## src/rtl/pc_fetch_ctrl.sv

```systemverilog
// pc_fetch_ctrl: program counter and fetch-request controller for the IF stage.
//
// This block holds the current fetch address and drives a valid/grant request
// to instruction memory. The next PC is chosen in this order: trap, redirect,
// buffered (pending) redirect, then the sequential increment. A trap or
// redirect that arrives while the request cannot be accepted goes into a
// one-entry pending buffer, so the address on the bus stays stable.
//
// Optional feature: define PC_MISALIGN_TRAP_EN to replace misaligned redirect
// targets with trap_vec_i. The replacement is signalled on misalign_o.
//
// Ports:
//   clk_i, rst_i          clock (rising edge) and async active-low reset
//   stall_i               hold the PC
//   redirect_i/_pc_i      branch/jump pulse and target
//   trap_i/trap_vec_i     trap pulse and handler address
//   halt_i                enter HALT after the current accepted request
//   imem_gnt_i            memory accepts the current request
//   imem_req_o            fetch request valid
//   pc_o, pc_plus_o       current fetch address, pc_o + INC
//   fetch_vld_o/_pc_o     accepted-request pulse and its address
//   halted_o              high in HALT
//   misalign_o            (PC_MISALIGN_TRAP_EN only) misaligned redirect replaced
module pc_fetch_ctrl #(
    parameter int              XLEN      = 32,
    parameter logic [XLEN-1:0] RESET_VEC = '0,
    parameter int              INC       = 4
) (
    input  logic            clk_i,
    input  logic            rst_i,
    input  logic            stall_i,
    input  logic            redirect_i,
    input  logic [XLEN-1:0] redirect_pc_i,
    input  logic            trap_i,
    input  logic [XLEN-1:0] trap_vec_i,
    input  logic            halt_i,
    input  logic            imem_gnt_i,
    output logic            imem_req_o,
    output logic [XLEN-1:0] pc_o,
    output logic [XLEN-1:0] pc_plus_o,
    output logic            fetch_vld_o,
    output logic [XLEN-1:0] fetch_pc_o,
`ifdef PC_MISALIGN_TRAP_EN
    output logic            misalign_o,
`endif
    output logic            halted_o
);

    typedef enum logic [1:0] {BOOT, RUN, HALT} state_t;

    state_t          state_q, state_d;
    logic [XLEN-1:0] pc_q, pc_d;
    logic [XLEN-1:0] fetch_pc_q, fetch_pc_d;
    logic            fetch_vld_q, fetch_vld_d;
    logic            pend_vld_q, pend_vld_d;
    logic            pend_trap_q, pend_trap_d;
    logic [XLEN-1:0] pend_pc_q, pend_pc_d;
    logic [XLEN-1:0] redir_tgt;
    logic            acc;

`ifdef PC_MISALIGN_TRAP_EN
    logic misalign_q, misalign_d;
    logic redir_bad;
    assign redir_bad = |redirect_pc_i[1:0];
    assign redir_tgt = redir_bad ? trap_vec_i : redirect_pc_i;
    assign misalign_o = misalign_q;
`else
    assign redir_tgt = redirect_pc_i;
`endif

    assign acc         = (state_q == RUN) && imem_gnt_i && !stall_i;
    assign pc_plus_o   = pc_q + XLEN'(INC);
    assign pc_o        = pc_q;
    assign imem_req_o  = (state_q == RUN);
    assign halted_o    = (state_q == HALT);
    assign fetch_vld_o = fetch_vld_q;
    assign fetch_pc_o  = fetch_pc_q;

    always_comb begin
        state_d     = state_q;
        pc_d        = pc_q;
        fetch_vld_d = 1'b0;
        fetch_pc_d  = fetch_pc_q;
        pend_vld_d  = pend_vld_q;
        pend_trap_d = pend_trap_q;
        pend_pc_d   = pend_pc_q;
`ifdef PC_MISALIGN_TRAP_EN
        misalign_d  = 1'b0;
`endif
        case (state_q)
            RUN: begin
                if (acc) begin
                    fetch_vld_d = 1'b1;
                    fetch_pc_d  = pc_q;
                    pend_vld_d  = 1'b0;
                    if (trap_i) begin
                        pc_d = trap_vec_i;
                    end else if (redirect_i) begin
                        pc_d = redir_tgt;
`ifdef PC_MISALIGN_TRAP_EN
                        misalign_d = redir_bad;
`endif
                    end else if (pend_vld_q) begin
                        pc_d = pend_pc_q;
                    end else begin
                        pc_d = pc_plus_o;
                    end
                    if (halt_i) state_d = HALT;
                end
            end
            HALT: begin
                // A pending entry is consumed here as well, so HALT does not
                // discard a redirect that was buffered earlier.
                if (trap_i || redirect_i || pend_vld_q) begin
                    state_d    = RUN;
                    pend_vld_d = 1'b0;
                    if (trap_i) begin
                        pc_d = trap_vec_i;
                    end else if (redirect_i) begin
                        pc_d = redir_tgt;
`ifdef PC_MISALIGN_TRAP_EN
                        misalign_d = redir_bad;
`endif
                    end else begin
                        pc_d = pend_pc_q;
                    end
                end
            end
            default: begin // BOOT
                state_d = RUN;
            end
        endcase

        // BOOT, or RUN without accept: keep the request stable and capture
        // the event. A trap always wins. A redirect never replaces a
        // pending trap.
        if (state_q == BOOT || (state_q == RUN && !acc)) begin
            if (trap_i) begin
                pend_vld_d  = 1'b1;
                pend_trap_d = 1'b1;
                pend_pc_d   = trap_vec_i;
            end else if (redirect_i && !(pend_vld_q && pend_trap_q)) begin
                pend_vld_d  = 1'b1;
                pend_trap_d = 1'b0;
                pend_pc_d   = redir_tgt;
`ifdef PC_MISALIGN_TRAP_EN
                misalign_d  = redir_bad;
`endif
            end
        end
    end

    always_ff @(posedge clk_i or negedge rst_i) begin
        if (!rst_i) begin
            state_q     <= BOOT;
            pc_q        <= RESET_VEC;
            fetch_vld_q <= 1'b0;
            fetch_pc_q  <= '0;
            pend_vld_q  <= 1'b0;
            pend_trap_q <= 1'b0;
            pend_pc_q   <= '0;
`ifdef PC_MISALIGN_TRAP_EN
            misalign_q  <= 1'b0;
`endif
        end else begin
            state_q     <= state_d;
            pc_q        <= pc_d;
            fetch_vld_q <= fetch_vld_d;
            fetch_pc_q  <= fetch_pc_d;
            pend_vld_q  <= pend_vld_d;
            pend_trap_q <= pend_trap_d;
            pend_pc_q   <= pend_pc_d;
`ifdef PC_MISALIGN_TRAP_EN
            misalign_q  <= misalign_d;
`endif
        end
    end

endmodule
```

## config.mk

```make
export PLATFORM = sky130hd
export DESIGN_NAME = pc_fetch_ctrl
export DESIGN_NICKNAME = d
export VERILOG_FILES = /design/src/rtl/pc_fetch_ctrl.sv
export SDC_FILE = /design/constraint.sdc
export NUM_CORES = 1
export LEC_CHECK = 0
export CAP_MARGIN = 20
export CORE_ASPECT_RATIO = 0.8
export CORE_MARGIN = 8
export CORE_UTILIZATION = 30
export CTS_CLUSTER_DIAMETER = 60
export DETAILED_ROUTE_END_ITERATION = 10
export SLEW_MARGIN = 20
export SYNTH_ARGS = -nofsm -noshare
export SYNTH_HDL_FRONTEND = slang
export SYNTH_SLANG_ARGS = --single-unit
export TNS_END_PERCENT = 100
```

## constraint.sdc

```tcl
create_clock -name clk_i -period 2.9 [get_ports clk_i]
set_input_delay 0.29 -clock clk_i [delete_from_list [all_inputs] [get_ports clk_i]]
set_output_delay 0.29 -clock clk_i [all_outputs]
set_load 0.005 [all_outputs]
```

==> results.sh, run 1 <==
export IMPL_status="finished, final reports clean"
export IMPL_core_rowCount=47
export IMPL_vias=6295
export IMPL_routed_wirelength_um=24100
export IMPL_cts_buffer_depth=2
export IMPL_layout_commonest_cell="clkdlybuf4s50_1"
export IMPL_cp_arrival_ns=2.54
export IMPL_cts_buffers=9
export IMPL_die_height_um=144
export IMPL_p_int_mw=5.37
export IMPL_synth_flop_cell="dfrtp_1"
export IMPL_synth_cells=745
export IMPL_fmax_mhz=353
export IMPL_p_seq_frac=0.297
export IMPL_antenna_found_initial=1
export IMPL_yosysUniqueCellTypes=61
export IMPL_worstPathRequired_ns=2.61
export IMPL_worst_hold_path_type="reg2reg"
export IMPL_critical_path_class="reg2out"
export IMPL_grt_start_max_net_pins=65
export IMPL_dieArea_um2=25400
export IMPL_grt_pass1_wl_um=36500
export IMPL_core_um2=20400
export IMPL_drt_iter0_drc=753
export IMPL_finalSetupViolCount=0
export IMPL_drive_above_1_share=0.119
export IMPL_combPwrFrac=0.560
export IMPL_ys_warn_count=0
export IMPL_cts_clk_slew_worst_paths_ns=0.08
export IMPL_grt_overflow=0
export IMPL_fp_dieW_um=176
export IMPL_hpwlAfterDp_um=18500
export IMPL_synth_nets=820
export IMPL_via_per_inst=5.24
export IMPL_routabilityCongestion=0.882
export IMPL_critPathCaptureType="primary output"
export IMPL_relSlewSlack=0.515
export IMPL_placed_cell_area_um2=8360
export IMPL_synth_edf_count=0
export IMPL_wl_per_cell_um=20.1
export IMPL_fin_cells=1201
export IMPL_drt_antenna_violating_nets=0
export IMPL_ys_seq_area_frac=0.411
export IMPL_io_pins=170
export IMPL_slew_violations=0
export IMPL_clkLatencyLatePin_ns=0.35
export IMPL_syn_area_um2=6160
export IMPL_portBuffers=169
export IMPL_syn2layout_area_growth_pct=43.4
export IMPL_async_flop_share=1.00
export IMPL_synth_seq_cells=101
export IMPL_first_pass_iters=5
export IMPL_htree_levels=3
export IMPL_grt_usage=0.186
export IMPL_diodes=0
export IMPL_peakVddDrop_uv=399
export IMPL_most_common_layout_cells="clkdlybuf4s50_1, nand2_1, dfrtp_1"
export IMPL_route_detailed_drc=0
export IMPL_final_min_clock_period_ns=2.83
export IMPL_clock_sinks=101
export IMPL_avgSynthCellArea_um2=8.26
export IMPL_cp_start_kind="flop"
export IMPL_swShare=0.410
export IMPL_p_switching_mw=3.73
export IMPL_power_density_nw_per_um2=1030
export IMPL_cts_root_buffer="clkbuf_16"
export IMPL_finalCritPeriodShare=0.976
export IMPL_place_inst=1177
export IMPL_clock_power_share=0.143
export IMPL_maxCapViolCount=0
export IMPL_crit_fanout=8
export IMPL_leakage_nw=3.70
export IMPL_hold_viol=0
export IMPL_start_util=0.302
export IMPL_rsz0062_at_grt="true"
export IMPL_skew_ns=0.0102
export IMPL_tightest_slew_ns=0.727
export IMPL_nets=1002
export IMPL_total_power_mw=9.10
export IMPL_cts_tree="built"
export IMPL_grt_pass1_vias=5957
export IMPL_fin_area_um2=8820
-- timing repair --
item | 4_1_cts | 5_1_grt
pin swaps | 2 | 6
hold buffers | 1 | 0
endpoints found under the setup margin | 12 | 20
gates resized for setup | 3 | 18
setup buffers | 2 | 5
endpoints found under the hold margin | 42 | 0
-- final timing paths --
check	start	endpoint	slack [ns]	depth (start not counted)
max in group asynchronous	rst_i	pc_o[5]	1.60	3
min in group asynchronous	rst_i	pend_pc_q[27]	0.49	2
min reg2reg	fetch_pc_o[14]	fetch_pc_o[14]	0.48	2
max reg2reg	state_q[0]	pc_o[27]	0.41	8
max	pc_o[4]	pc_plus_o[23]	0.07	6
min	fetch_pc_o[14]	fetch_pc_o[14]	0.48	2
-- power by group through the flow --
stage                     combinational (mW)  sequential [mW]  clock [mW]
after floorplan                         2.30             2.66           0
after global placement                  5.01             2.68           0
after CTS                               5.05             2.68        1.34
after detailed placement                5.02             2.71           0
after global routing                    5.53             2.80        1.39
final                                   5.09             2.70        1.31
-- cell type report --
cell class | count | area, µm²
sequential | 101 | 2530
fill | 2060 | 11600
clock buffer | 10 | 239
tap | 269 | 337
clock inverter | 6 | 76.3
multi-input combinational | 572 | 3410
timing repair buffer | 229 | 2170
inverter | 14 | 52.6
-- routing by layer --
metal  up-vias  GRT usage  routed length [µm]
li1       3031          -                   -
met2       268      0.260                9890
met3        23     0.0478                2290
met5         -          0                   0
met1      2973      0.280               11600
met4         0     0.0378                 323
-- worst max-delay path, cell delays in order, from the launching register on --
cell and delay, ns:
dfrtp_2 0.47, nand4_1 0.21, buf_4 0.20, or2_4 0.25, o31a_1 0.29, or2_2 0.32
clkdlybuf4s50_1 0.46
-- flip-flops by register name (all words and copies together), names as in the netlist --
| register | count |
|---|---|
| pend_trap_q | 1 |
| pc_o | 32 |
| pend_pc_q | 32 |
| fetch_pc_o | 32 |
| fetch_vld_o | 1 |
| pend_vld_q | 1 |
| state_q | 2 |
-- per-stage QoR --
step	worst slack (ns)	TNS, ns	utilization	hold slack (ns)
after global placement	0.320	0	0.410	0.353
after global routing	-0.0264	-0.0582	0.432	0.488
after detailed placement	0.246	0	0.410	0.358
final	0.0698	0	0.432	0.477
after CTS	-0.0333	-0.0797	0.427	0.453
after floorplan	0.523	0	-	-0.00559
-- cells in the mapped netlist, drive strengths merged (8+ instances only) --
cell    instances  area share
nand2         149       0.091
dfrtp         101        0.41
nor2           64       0.039
a21oi          55       0.045
o21ai          47       0.038
clkbuf         37       0.023
mux2i          34       0.055
a31oi          24       0.024
buf            21       0.017
xnor2          18       0.026
nand3          17       0.016
inv            13      0.0079
o22ai          13       0.013
nor3           12      0.0098
nor4            9       0.015
xor2            9       0.013
o211ai          8      0.0098
-- logic make-up after synthesis --
logic type / after synthesis / synth area share
and+or+nand+nor: 297 / 0.222
AOI/OAI and AO/OA: 208 / 0.214
DFF: 101 / 0.411
buffers and inverters: 72 / 0.0482
muxes: 36 / 0.0589
xor gates and xnor gates: 27 / 0.0384
adders and majority gates: 4 / 0.00813
(Power assumes the default switching activity.)
==> run 2, diff against run 1 <==
Settings changed: CORE_UTILIZATION 30 to 45, PLACE_DENSITY set to 0.76, RECOVER_POWER set to 100.
==> run 2 against run 1 <==
Against the previous run:
- the run now ends with capacitance limit, slew limit left
- largest power group unchanged
- clock-buffer cell count is 1 lower
- sequential power hardly changed
- critical path depth stayed put
- sequential share of layout area is 1.1 points higher
- highest routed layer unchanged
==> results.sh, run 2 (synthesis gave the netlist of run 1 again) <==
export IMPL_via_per_inst=5.83
export IMPL_route_detailed_drc=0
export IMPL_path_delay_family="simple AND/OR/NAND/NOR gates"
export IMPL_grt_usage=0.248
export IMPL_maxCapViolCount=1
export IMPL_crit_fanout=10
export IMPL_grt_busiest_layer="met1"
export IMPL_use_met3=0.0978
export IMPL_swShare=0.412
export IMPL_drt_iter0_drc=706
export IMPL_io_pins=170
export IMPL_first_pass_iters=5
export IMPL_start_util=0.458
export IMPL_grt_pass1_vias=6071
export IMPL_placed_cell_area_um2=8150
export IMPL_cts_root_buffer="clkbuf_16"
export IMPL_vias=6404
export IMPL_ctsHoldBuffers=0
export IMPL_finalSetupViolCount=0
export IMPL_cts_buffers=9
export IMPL_diodes=0
export IMPL_nets=989
export IMPL_p_switching_mw=3.60
export IMPL_cts_buffer_depth=2
export IMPL_portBuffers=169
export IMPL_layout_commonest_cell="nand2_1"
export IMPL_reg2reg_depth=8
export IMPL_grt_start_max_net_pins=53
export IMPL_critical_path_class="reg2out"
export IMPL_peakVddDrop_uv=446
export IMPL_die_height_um=121
export IMPL_hold_viol=0
export IMPL_worstPathRequired_ns=2.61
export IMPL_hpwlAfterDp_um=16700
export IMPL_critPathBufInv=2
export IMPL_place_inst=1075
export IMPL_drt_antenna_violating_nets=0
export IMPL_htree_levels=3
export IMPL_clkLatencyLatePin_ns=0.36
export IMPL_cp_common_cell="or2_2"
export IMPL_skew_ns=0.00655
export IMPL_cpMaxStageDelayCell="dfrtp_1"
export IMPL_seq_area_um2=2530
export IMPL_use_met2=0.343
export IMPL_fmax_mhz=351
export IMPL_core_rowCount=38
export IMPL_slew_violations=41
export IMPL_final_min_clock_period_ns=2.85
export IMPL_cts_tree="built"
export IMPL_p_int_mw=5.14
export IMPL_finalCritPeriodShare=0.982
export IMPL_p_seq_frac=0.312
export IMPL_combPwrFrac=0.527
export IMPL_dieArea_um2=17700
export IMPL_fp_dieW_um=147
export IMPL_clock_power_share=0.161
export IMPL_clock_sinks=101
export IMPL_antenna_found_initial=0
export IMPL_multiInputGateArea_um2=3370
export IMPL_grt_pass1_wl_um=34900
export IMPL_leakage_nw=3.62
export IMPL_critPathCaptureType="primary output"
export IMPL_use_met1=0.354
export IMPL_tightest_slew_ns=1.53
export IMPL_whs_ns=0.264
export IMPL_fin_area_um2=8500
export IMPL_wl_per_cell_um=20.4
export IMPL_routed_wirelength_um=22400
export IMPL_max_stage_delay_ns=0.45
export IMPL_core_um2=13500
export IMPL_syn2layout_area_growth_pct=38.0
export IMPL_fin_cells=1098
export IMPL_cp_arrival_ns=2.56
export IMPL_most_common_layout_cells="nand2_1, clkdlybuf4s50_1, dfrtp_1"
export IMPL_power_density_nw_per_um2=1030
export IMPL_cp_depth=6
export IMPL_status="complete, but fails checks"
export IMPL_path_cells="nand4_1 -> buf_4 -> or2_2 -> o31a_1 -> or2_2 -> clkdlybuf4s50_1"
export IMPL_routabilityCongestion=0.961
export IMPL_fillCellCount=1180
export IMPL_cp_start_kind="flop"
export IMPL_cts_clk_slew_worst_paths_ns=0.07
export IMPL_total_power_mw=8.74
export IMPL_violations="capacitance limit, slew limit"
export IMPL_worst_hold_path_type="in2async"
export IMPL_grt_overflow=0
export IMPL_relSlewSlack=-0.0171
export IMPL_drive_above_1_share=0.0861
## run 2: cell types whose count changed in the layout (fill, tap and decap cells not counted), moves of 2 or more
cell	before	now
clkbuf_2	0	7
bufinv_16	1	3
clkbuf_1	0	14
buf_4	57	26
clkdlybuf4s50_1	165	96
nor2_1	60	62
inv_6	3	1
buf_12	3	1
dlygate4sd3_1	1	70
## run 2: per-layer routing
metal	part of all wire	routed length, µm
met1	0.45	10000
met2	0.42	9400
met3	0.12	2710
met4	0.014	317
met5	0	0
## run 2: layout make-up
type,count,share of cell area
clock buffer,9,0.0265
inverter,14,0.00619
multi-input combinational,572,0.397
sequential,101,0.298
timing repair buffer,216,0.232
tap,180,0.0265
clock inverter,6,0.0131
## run 2: metrics by stage
step           utilization  setup TNS [ns]  worst slack (ns)
2_1_floorplan            -               0             0.523
3_3_place_gp         0.606               0             0.325
3_5_place_dp         0.606               0             0.274
4_1_cts              0.634               0           0.00315
5_1_grt              0.631         -0.0352           -0.0165
6_report             0.631               0            0.0515
## run 2: power groups by stage
stage / combinational, mW / clock, mW / sequential, mW
finish: 4.61 / 1.41 / 2.73
global placement: 4.77 / 0 / 2.70
floorplan: 2.30 / 0 / 2.66
CTS: 4.88 / 1.42 / 2.72
global route: 5.03 / 1.48 / 2.82
detailed placement: 4.82 / 0 / 2.74
## run 2: final timing paths
check                           slack, ns              to           from
worst max-delay path                 0.05   pc_plus_o[23]        pc_o[8]
worst min-delay path                 0.26   pend_pc_q[30]          rst_i
worst max register to register       0.10        pc_o[18]     state_q[0]
worst min register to register       0.47   fetch_pc_o[9]  fetch_pc_o[9]
max in group asynchronous            0.67  fetch_pc_o[12]          rst_i
min in group clk_i                   0.43    pend_pc_q[6]         trap_i
## run 2: repair_timing
item,CTS,global route
buffers inserted,3,5
endpoints found under the setup margin,6,14
gates resized for setup,3,10
pin swaps,3,4
